File: src/rtl/neuron_tick_scheduler.sv
// Sweeps all neurons once per tick through one shared threshold/reset unit,
// writing back post-reset potentials and emitting spike events for firing neurons.
module neuron_tick_scheduler #(
    parameter int unsigned NUM_NEURONS = 16,
    parameter int unsigned ADDR_W      = 4,
    parameter int unsigned V_W         = 8,
    parameter int unsigned TRU_LATENCY = 1,
    parameter int unsigned CNT_W       = 5
) (
    input  logic              clk,
    input  logic              rst,
    input  logic              tick,
    input  logic [1:0]        cfg_pos_neg_thresholds,
    input  logic              cfg_mask,
    input  logic [V_W-1:0]    cfg_v_reset,
    output logic              busy,
    output logic              tick_done,
    output logic              tick_overrun,
    output logic [CNT_W-1:0]  spike_count,
    output logic [ADDR_W-1:0] mem_addr,
    output logic              mem_rd_en,
    input  logic [V_W-1:0]    mem_rd_data,
    output logic              mem_wr_en,
    output logic [V_W-1:0]    mem_wr_data,
    output logic [V_W-1:0]    tru_membrane_potential,
    output logic [1:0]        tru_pos_neg_thresholds,
    output logic              tru_mask,
    output logic [V_W-1:0]    tru_v_reset,
    input  logic              tru_threshold_output,
    input  logic [V_W-1:0]    tru_reset_membrane_potential,
    output logic              spike_valid,
    output logic [ADDR_W-1:0] spike_addr,
    input  logic              spike_ready
);

    localparam int unsigned LAT_W = (TRU_LATENCY > 1) ? $clog2(TRU_LATENCY) : 1;
    localparam logic [ADDR_W-1:0] LAST_IDX = ADDR_W'(NUM_NEURONS - 1);

    typedef enum logic [2:0] {
        S_IDLE, S_READ, S_LOAD, S_EVAL, S_WRITE, S_SPIKE, S_DONE
    } state_t;

    state_t             state_q, state_d;
    logic [ADDR_W-1:0]  idx_q, idx_d;
    logic [LAT_W-1:0]   lat_q, lat_d;
    logic [CNT_W-1:0]   run_cnt_q, run_cnt_d;
    logic [1:0]         cfg_mode_q, cfg_mode_d;
    logic               cfg_mask_q, cfg_mask_d;
    logic [V_W-1:0]     cfg_vr_q, cfg_vr_d;
    logic               overrun_q, overrun_d;
    logic [CNT_W-1:0]   spike_count_q, spike_count_d;
    logic               busy_q, busy_d;
    logic               tick_done_q, tick_done_d;
    logic [ADDR_W-1:0]  mem_addr_q, mem_addr_d;
    logic               mem_rd_en_q, mem_rd_en_d;
    logic               mem_wr_en_q, mem_wr_en_d;
    logic [V_W-1:0]     tru_v_q, tru_v_d;
    logic [1:0]         tru_mode_q, tru_mode_d;
    logic               tru_mask_q, tru_mask_d;
    logic [V_W-1:0]     tru_vr_q, tru_vr_d;
    logic               spike_valid_q, spike_valid_d;
    logic [ADDR_W-1:0]  spike_addr_q, spike_addr_d;
    logic               adv;

    // Next-state, datapath and registered-output computation
    always_comb begin
        state_d       = state_q;
        idx_d         = idx_q;
        lat_d         = lat_q;
        run_cnt_d     = run_cnt_q;
        cfg_mode_d    = cfg_mode_q;
        cfg_mask_d    = cfg_mask_q;
        cfg_vr_d      = cfg_vr_q;
        overrun_d     = overrun_q;
        spike_count_d = spike_count_q;
        tru_v_d       = tru_v_q;
        tru_mode_d    = tru_mode_q;
        tru_mask_d    = tru_mask_q;
        tru_vr_d      = tru_vr_q;
        adv           = 1'b0;

        unique case (state_q)
            S_IDLE, S_DONE: begin
                state_d = S_IDLE;
                if (tick) begin
                    cfg_mode_d = cfg_pos_neg_thresholds;
                    cfg_mask_d = cfg_mask;
                    cfg_vr_d   = cfg_v_reset;
                    idx_d      = '0;
                    run_cnt_d  = '0;
                    state_d    = S_READ;
                end
            end
            S_READ: state_d = S_LOAD;
            S_LOAD: begin
                tru_v_d    = mem_rd_data;
                tru_mode_d = cfg_mode_q;
                tru_mask_d = cfg_mask_q;
                tru_vr_d   = cfg_vr_q;
                lat_d      = LAT_W'(TRU_LATENCY - 1);
                state_d    = S_EVAL;
            end
            S_EVAL: begin
                if (lat_q == '0) begin
                    state_d = S_WRITE;
                end else begin
                    lat_d = lat_q - LAT_W'(1);
                end
            end
            S_WRITE: begin
                if (tru_threshold_output) begin
                    state_d   = S_SPIKE;
                    run_cnt_d = run_cnt_q + CNT_W'(1);
                end else begin
                    adv = 1'b1;
                end
            end
            S_SPIKE: adv = spike_ready;
            default: state_d = S_IDLE;
        endcase

        // Step to the next neuron or finish the sweep
        if (adv) begin
            if (idx_q == LAST_IDX) begin
                state_d = S_DONE;
            end else begin
                idx_d   = idx_q + ADDR_W'(1);
                state_d = S_READ;
            end
        end

        if (tick && busy_q) begin
            overrun_d = 1'b1;
        end
        if (state_d == S_DONE) begin
            spike_count_d = run_cnt_d;
        end

        busy_d        = (state_d != S_IDLE) && (state_d != S_DONE);
        tick_done_d   = (state_d == S_DONE);
        mem_rd_en_d   = (state_d == S_READ);
        mem_wr_en_d   = (state_d == S_WRITE);
        mem_addr_d    = (mem_rd_en_d || mem_wr_en_d) ? idx_d : '0;
        spike_valid_d = (state_d == S_SPIKE);
        spike_addr_d  = spike_valid_d ? idx_d : '0;
    end

    // State and output registers with synchronous reset
    always_ff @(posedge clk) begin
        if (rst) begin
            state_q       <= S_IDLE;
            idx_q         <= '0;
            lat_q         <= '0;
            run_cnt_q     <= '0;
            cfg_mode_q    <= '0;
            cfg_mask_q    <= 1'b0;
            cfg_vr_q      <= '0;
            overrun_q     <= 1'b0;
            spike_count_q <= '0;
            busy_q        <= 1'b0;
            tick_done_q   <= 1'b0;
            mem_addr_q    <= '0;
            mem_rd_en_q   <= 1'b0;
            mem_wr_en_q   <= 1'b0;
            tru_v_q       <= '0;
            tru_mode_q    <= '0;
            tru_mask_q    <= 1'b0;
            tru_vr_q      <= '0;
            spike_valid_q <= 1'b0;
            spike_addr_q  <= '0;
        end else begin
            state_q       <= state_d;
            idx_q         <= idx_d;
            lat_q         <= lat_d;
            run_cnt_q     <= run_cnt_d;
            cfg_mode_q    <= cfg_mode_d;
            cfg_mask_q    <= cfg_mask_d;
            cfg_vr_q      <= cfg_vr_d;
            overrun_q     <= overrun_d;
            spike_count_q <= spike_count_d;
            busy_q        <= busy_d;
            tick_done_q   <= tick_done_d;
            mem_addr_q    <= mem_addr_d;
            mem_rd_en_q   <= mem_rd_en_d;
            mem_wr_en_q   <= mem_wr_en_d;
            tru_v_q       <= tru_v_d;
            tru_mode_q    <= tru_mode_d;
            tru_mask_q    <= tru_mask_d;
            tru_vr_q      <= tru_vr_d;
            spike_valid_q <= spike_valid_d;
            spike_addr_q  <= spike_addr_d;
        end
    end

    assign busy                   = busy_q;
    assign tick_done              = tick_done_q;
    assign tick_overrun           = overrun_q;
    assign spike_count            = spike_count_q;
    assign mem_addr               = mem_addr_q;
    assign mem_rd_en              = mem_rd_en_q;
    assign mem_wr_en              = mem_wr_en_q;
    // Unit result is only valid during the write cycle, so it passes straight through
    assign mem_wr_data            = mem_wr_en_q ? tru_reset_membrane_potential : '0;
    assign tru_membrane_potential = tru_v_q;
    assign tru_pos_neg_thresholds = tru_mode_q;
    assign tru_mask               = tru_mask_q;
    assign tru_v_reset            = tru_vr_q;
    assign spike_valid            = spike_valid_q;
    assign spike_addr             = spike_addr_q;

endmodule

File: config.mk
export PLATFORM = sky130hd
export DESIGN_NAME = neuron_tick_scheduler
export DESIGN_NICKNAME = d
export VERILOG_FILES = /design/src/rtl/neuron_tick_scheduler.sv
export SDC_FILE = /design/constraint.sdc
export NUM_CORES = 1
export LEC_CHECK = 0
export CORE_MARGIN = 2
export CORE_UTILIZATION = 45
export CTS_CLUSTER_SIZE = 30
export DETAILED_ROUTE_END_ITERATION = 8
export GPL_ROUTABILITY_DRIVEN = 0
export GPL_TIMING_DRIVEN = 0
export PLACE_DENSITY = 0.78
export SYNTH_ARGS = -nofsm -noshare
export SYNTH_HDL_FRONTEND = slang
export SYNTH_SLANG_ARGS = --single-unit
File: constraint.sdc
create_clock -name clk -period 5.9 [get_ports clk]
set_input_delay 1.18 -clock clk [delete_from_list [all_inputs] [get_ports clk]]
set_output_delay 1.18 -clock clk [all_outputs]
set_load 0.05 [all_outputs]
==> results of run 1 <==
## where the power goes
| part | switching [mW] | leakage [nW] | total, mW | internal [mW] |
|---|---|---|---|---|
| sequential | 0.00522 | 0.494 | 0.427 | 0.422 |
| clock | 0.155 | 0.107 | 0.390 | 0.236 |
| combinational | 0.0527 | 0.668 | 0.0933 | 0.0406 |
| total | 0.213 | 1.27 | 0.911 | 0.698 |
## synthesized netlist by cell type (2+ instances only)
| library cell | number |
|---|---|
| a311oi_1 | 4 |
| o21ai_0 | 5 |
| buf_2 | 3 |
| o22a_1 | 2 |
| nor3_1 | 5 |
| nand4_1 | 2 |
| and2_1 | 9 |
| a211oi_1 | 4 |
| nand2b_1 | 7 |
| nand2_1 | 65 |
| or2_2 | 2 |
| nor2_1 | 24 |
| a21oi_1 | 39 |
| xor2_1 | 2 |
| inv_1 | 4 |
| buf_6 | 2 |
| buf_1 | 2 |
| ha_1 | 4 |
| clkbuf_1 | 9 |
| a31oi_1 | 3 |
| a21o_1 | 3 |
| or3b_1 | 2 |
| dfxtp_1 | 61 |
| and3_1 | 2 |
| nor3b_1 | 3 |
## sequential cells by signal (all words and copies together), names as in the netlist, 4 cells and up
name / count
tru_membrane_potential: 8
spike_addr: 4
spike_count: 5
run_cnt_q: 5
tru_v_reset: 8
cfg_vr_q: 8
idx_q: 4
mem_addr: 4
## critical path: stages
cell             delay [ps]
clkdlybuf4s50_1         450
and2_1                  110
clkdlybuf4s50_1         800
## cell families (layout without fill, tap and decap cells)
logic type,after synthesis,after routing,synth area share
flops,61,61,0.493
xor+xnor,2,2,0.00707
mux,2,2,0.00858
buf+inv,21,112,0.0394
simple gates,132,132,0.255
compound gates,68,68,0.177
fa+ha+maj,4,4,0.0202
## routing by layer
metal  wire length (µm)  global-route usage  part of all wire
met5                  0                   0                 0
met4                 97              0.0965             0.017
met3                211              0.0448             0.037
met2               2730               0.328              0.48
met1               2670               0.259              0.47
## stage by stage
step,hold WS [ps],cells
floorplan,432,290
global placement,437,437
detailed placement,446,437
CTS,455,453
global route,462,453
finish,452,453
## cell type report
| type | count | area (µm²) |
|---|---|---|
| fill | 472 | 1880 |
| sequential | 61 | 1220 |
| multi-input combinational | 208 | 1160 |
| timing repair buffer | 75 | 751 |
| clock buffer | 11 | 131 |
| tap | 72 | 90.1 |
| buffer | 16 | 78.8 |
| clock inverter | 5 | 75.1 |
| inverter | 5 | 18.8 |
## worst min path at each step
stage / from / slack, ps / endpoint / cells after the start
after floorplan: cfg_mask_q / 430 / tru_mask / 2
after global placement: cfg_mask_q / 440 / tru_mask / 2
after detailed placement: tru_pos_neg_thresholds[0] / 450 / tru_pos_neg_thresholds[0] / 2
after CTS: tru_pos_neg_thresholds[0] / 460 / tru_pos_neg_thresholds[0] / 2
after global routing: cfg_vr_q[0] / 460 / tru_v_reset[0] / 2
final: cfg_vr_q[3] / 450 / tru_v_reset[3] / 2
==> run_results.csv, run 1 <==
group,metric,value,unit
cts,clockBufferDepth,2,
global_route,grt_use_total,0.204,
sta,rsz0062_at_grt,"no",
cts,clk_pin_slew,60,ps
power_and_ir_drop,p_total,911,µW
sta,period_needed,3730,ps
sta,skew,6.38,ps
cts,cts_tree,"yes",
sta,setup_viol,0,
layout,areaGrowthSynthToFinish,42.3,%
power_and_ir_drop,p_leak,1.27,nW
sta,slew_viol_final,0,
placement,io_buffers,75,
route,drt-initial-drc-count,129,
yosys,netlist_area,2480,µm²
sta,worst_slew_pin_slew,820,ps
sta,finalCritPeriodShare,0.632,
floorplanning,die_w,78.2,µm
layout,diodes,0,
setup_path,startpoint,"tru_reset_membrane_potential[2]",
cts,cts.sinks,61,
layout,drive_gt1_frac,0.0840,
setup_path,reg2reg_depth,8,
yosys,yosysUniqueCellTypes,47,
setup_path,r2r-end,"mem_addr[3]",
floorplanning,io_pins,78,
cts,clkLatencyLatePin,340,ps
yosys,ys_top_cells_by_area,"dfxtp_1, nand2_1, a21oi_1",
layout,final_net_count,412,
floorplanning,die_h,78.2,µm
yosys,synth_top_cell_by_area,"dfxtp_1",
yosys,synth_edf_count,0,
route,drtAntennaViolNets,0,
yosys,syn_nets,326,
power_and_ir_drop,powerDensity,258,nW/µm²
route,vias,2273,
global_route,grt_pass1_vias,2123,
layout,most-common-layout-cells,"clkdlybuf4s50_1, nand2_1, dfxtp_1, a21oi_1, nor2_1",
floorplanning,dieArea,6120,µm²
min_path,hp-class,"register to register",
setup_path,arrival,2550,ps
setup_path,worst-r2r-setup-slack,3400,ps
yosys,syn_avg_cell_area,8.55,µm²
yosys,yosysWarnings,0,
cts,cts_root_buf,"clkbuf_8",
setup_path,endpoint,"mem_wr_data[2]",
sta,fin_ws,2170,ps
route,routed_wl,5710,µm
setup_path,crit_path_end_kind,"output pin",
setup_path,path_max_fanout,1,
sta,hold_viol_final,0,
route,dr.pass1.iters,4,
yosys,ys_ff_latch,61,
route,drc,0,
power_and_ir_drop,irDropWorstVdd,0.146,mV
placement,place_area,3320,µm²
setup_path,critical_path.startpoint_type,"primary input",
global_route,antenna_found_initial,0,
sta,fmax,0.268,GHz
route,wl_per_cell,12.6,µm
sta,relSlewSlack,0.450,
layout,fin_util,0.652,
layout,layout_commonest_cell,"clkdlybuf4s50_1",
route,viasPerCell,5.02,
cts,post-cts-setup-buffer-count,0,
job,drv_cap,0,
placement,dpl_worst_slack,2160,ps
yosys,synth_top_area_share,0.493,
cts,cts_max_level,3,
floorplanning,rows,27,
cts,cts_resized,0,
floorplanning,core-area,5410,µm²
yosys,netlist_instances,290,
setup_path,required,4720,ps
yosys,async_flop_share,0,
placement,dp_hpwl,4170,µm
global_route,grt-ovfl-total,0,
cts,cts-buffers-inserted,9,
yosys,synth_flop_cell,"dfxtp_1",
setup_path,path_class,"primary input to output pin",
yosys,ys_seq_area_frac,0.493,
cts,ctsHoldBuffers,0,
global_route,grt_max_degree,11,
outcome,outcome,"finished clean",
layout,final_cell_area,3530,µm²
floorplanning,start_util,0.459,
setup_path,r2r_start,"state_q[1]",
global_route,grt_pass1_wl,9690,µm
sta,setup-tns-final,0,ps
(Power assumes the default switching activity.)
==> run 2: changes to the inputs <==
==> constraint.sdc (replaced) <==
create_clock -name clk -period 3.9 [get_ports clk]
set_input_delay 0.78 -clock clk [delete_from_list [all_inputs] [get_ports clk]]
set_output_delay 0.78 -clock clk [all_outputs]
set_load 0.05 [all_outputs]
==> results of run 2 <==
The final DEF is identical to that of run 1. Status: finished clean.
Main changes from that run: setup slack after placement 2160 ps -> 964 ps; setup slack after layout 2170 ps -> 973 ps; register-to-register setup slack 3400 ps -> 1400 ps; total power 0.911 mW -> 1.38 mW; worst IR drop on VDD 0.146 mV -> 0.221 mV
==> run 3: changes to the inputs <==
--- a/config.mk
+++ b/config.mk
@@ -6,12 +6,12 @@
 export NUM_CORES = 1
 export LEC_CHECK = 0
 export CORE_MARGIN = 2
-export CORE_UTILIZATION = 45
+export CORE_UTILIZATION = 41
 export CTS_CLUSTER_SIZE = 30
 export DETAILED_ROUTE_END_ITERATION = 8
 export GPL_ROUTABILITY_DRIVEN = 0
 export GPL_TIMING_DRIVEN = 0
-export PLACE_DENSITY = 0.78
+export PLACE_DENSITY = 0.75
 export SYNTH_ARGS = -nofsm -noshare
 export SYNTH_HDL_FRONTEND = slang
 export SYNTH_SLANG_ARGS = --single-unit
==> constraint.sdc (replaced) <==
create_clock -name clk -period 2.6 [get_ports clk]
set_input_delay 0.52 -clock clk [delete_from_list [all_inputs] [get_ports clk]]
set_output_delay 0.52 -clock clk [all_outputs]
set_load 0.05 [all_outputs]
==> run_results.csv, run 3 (synthesis results as in run 1) <==
group,metric,value,unit
layout,diodes,0,
sta,skew,7.64,ps
power_and_ir_drop,seqPwrFrac,0.489,
sta,relSlewSlack,0.458,
placement,place_area,3320,µm²
layout,layout_commonest_cell,"clkdlybuf4s50_1",
global_route,antenna_found_initial,0,
power_and_ir_drop,powerDensity,563,nW/µm²
cts,cts_tree,"yes",
setup_path,critical_path.startpoint_type,"primary input",
setup_path,arrival,1910,ps
layout,final_cell_area,3520,µm²
global_route,grt-ovfl-total,0,
setup_path,crit_chain,"clkdlybuf4s50_1 > and2_1 > clkdlybuf4s50_1",
floorplanning,rows,28,
route,viasPerCell,4.98,
power_and_ir_drop,sw_frac_of_total,0.250,
global_route,grt_use_total,0.194,
sta,rsz0062_at_grt,"no",
global_route,grt_pass1_wl,9780,µm
setup_path,worst-path-buf-inv,2,
floorplanning,io_pins,78,
power_and_ir_drop,irDropWorstVdd,0.359,mV
route,drtAntennaViolNets,0,
floorplanning,die_w,81.8,µm
floorplanning,core-area,5890,µm²
sta,setup_viol,0,
layout,drive_gt1_frac,0.0919,
sta,slew_viol_final,0,
sta,hold_viol_final,0,
route,drc,0,
layout,areaGrowthSynthToFinish,41.9,%
route,vias,2272,
cts,clockBufferDepth,2,
power_and_ir_drop,p_total,1.98,mW
floorplanning,die_h,81.8,µm
setup_path,path_common_cell,"clkdlybuf4s50_1",
cts,cts_max_level,3,
layout,final_net_count,412,
setup_path,cp_slowest_cell,"clkdlybuf4s50_1",
outcome,outcome,"finished clean",
sta,finalCritPeriodShare,0.935,
floorplanning,dieArea,6680,µm²
sta,setup-tns-final,0,ps
setup_path,path_delay_family,"buffers and inverters",
route,routed_wl,5890,µm
route,drt-initial-drc-count,64,
cts,clk_pin_slew,70,ps
cts,post-cts-setup-buffer-count,0,
power_and_ir_drop,p_int,1.49,mW
global_route,grt_pass1_vias,2160,
setup_path,worst-r2r-setup-slack,230,ps
cts,clkLatencyLatePin,340,ps
floorplanning,start_util,0.421,
sta,worst_slew_pin_slew,808,ps
route,dr.pass1.iters,4,
cts,cts.sinks,61,
setup_path,path_class,"primary input to output pin",
setup_path,cpPeakStageDelay,800,ps
route,wl_per_cell,12.9,µm
global_route,grt_max_degree,12,
cts,cts_root_buf,"clkbuf_8",
layout,most-common-layout-cells,"clkdlybuf4s50_1, nand2_1, dfxtp_1, a21oi_1, nor2_1",
placement,io_buffers,75,
placement,dp_hpwl,4290,µm
power_and_ir_drop,switching_power,495,µW
power_and_ir_drop,p_leak,1.26,nW
setup_path,path_max_fanout,1,
sta,fmax,0.411,GHz
power_and_ir_drop,comb_power_share,0.107,
sta,period_needed,2430,ps
power_and_ir_drop,clock_power_share,0.404,
job,drv_cap,0,
setup_path,crit_path_end_kind,"output pin",
cts,cts-buffers-inserted,9,
min_path,hp-class,"register to register",
setup_path,required,2080,ps
==> run 3: power groups by stage <==
stage               Combinational [mW]  Sequential [mW]  Clock (mW)
floorplan                       0.0895             1.02           0
global placement                 0.210            0.989           0
detailed placement               0.212            0.990           0
CTS                              0.213            0.969       0.828
global route                     0.232            0.971       0.867
finish                           0.211            0.969       0.800
==> run 3: metal layers <==
metal  vias to the layer above  GRT usage  share of wire
met2                        80      0.314           0.46
met3                        10     0.0879           0.10
met4                         0     0.0817          0.015
li1                       1170          -              -
met5                         -          0              0
met1                      1012      0.221           0.43
==> run 3: worst paths after layout <==
kind / start / endpoint / depth (start not counted)
worst max-delay path: tru_reset_membrane_potential[7] / mem_wr_data[7] / 3
worst min-delay path: cfg_mode_q[1] / cfg_mode_q[1] / 2
worst max register to register: state_q[1] / mem_addr[2] / 8
worst min register to register: cfg_mode_q[1] / cfg_mode_q[1] / 2
==> run 3: worst min-delay path: stages, from the launching register on <==
cell,delay [ps]
dfxtp_1,310
nand2_1,50
a21oi_1,50
==> run 3: what timing repair did <==
action                     CTS  global route
hold buffers                 0             0
resized for setup            0             1
setup endpoints to repair    0             5
==> run 3: through the flow <==
| stage | instances | setup WS [ps] | hold WS, ps | util |
|---|---|---|---|---|
| after floorplan | 290 | 366 | 432 | - |
| after global routing | 456 | 68.7 | 471 | 0.598 |
| after global placement | 440 | 139 | 439 | 0.565 |
| after CTS | 456 | 130 | 456 | 0.597 |
| final | 456 | 168 | 454 | 0.598 |
| after detailed placement | 440 | 138 | 445 | 0.565 |
==> run 3: area by class of cell <==
cell class                      instances  area (µm²)
Buffer                                 16        78.8
Sequential cell                        61        1220
Tap cell                               75        93.8
Inverter                                5        18.8
Timing Repair Buffer                   75         751
Multi-Input combinational cell        208        1160
Clock inverter                          7        66.3
Clock buffer                            9         124
Fill cell                             528        2370
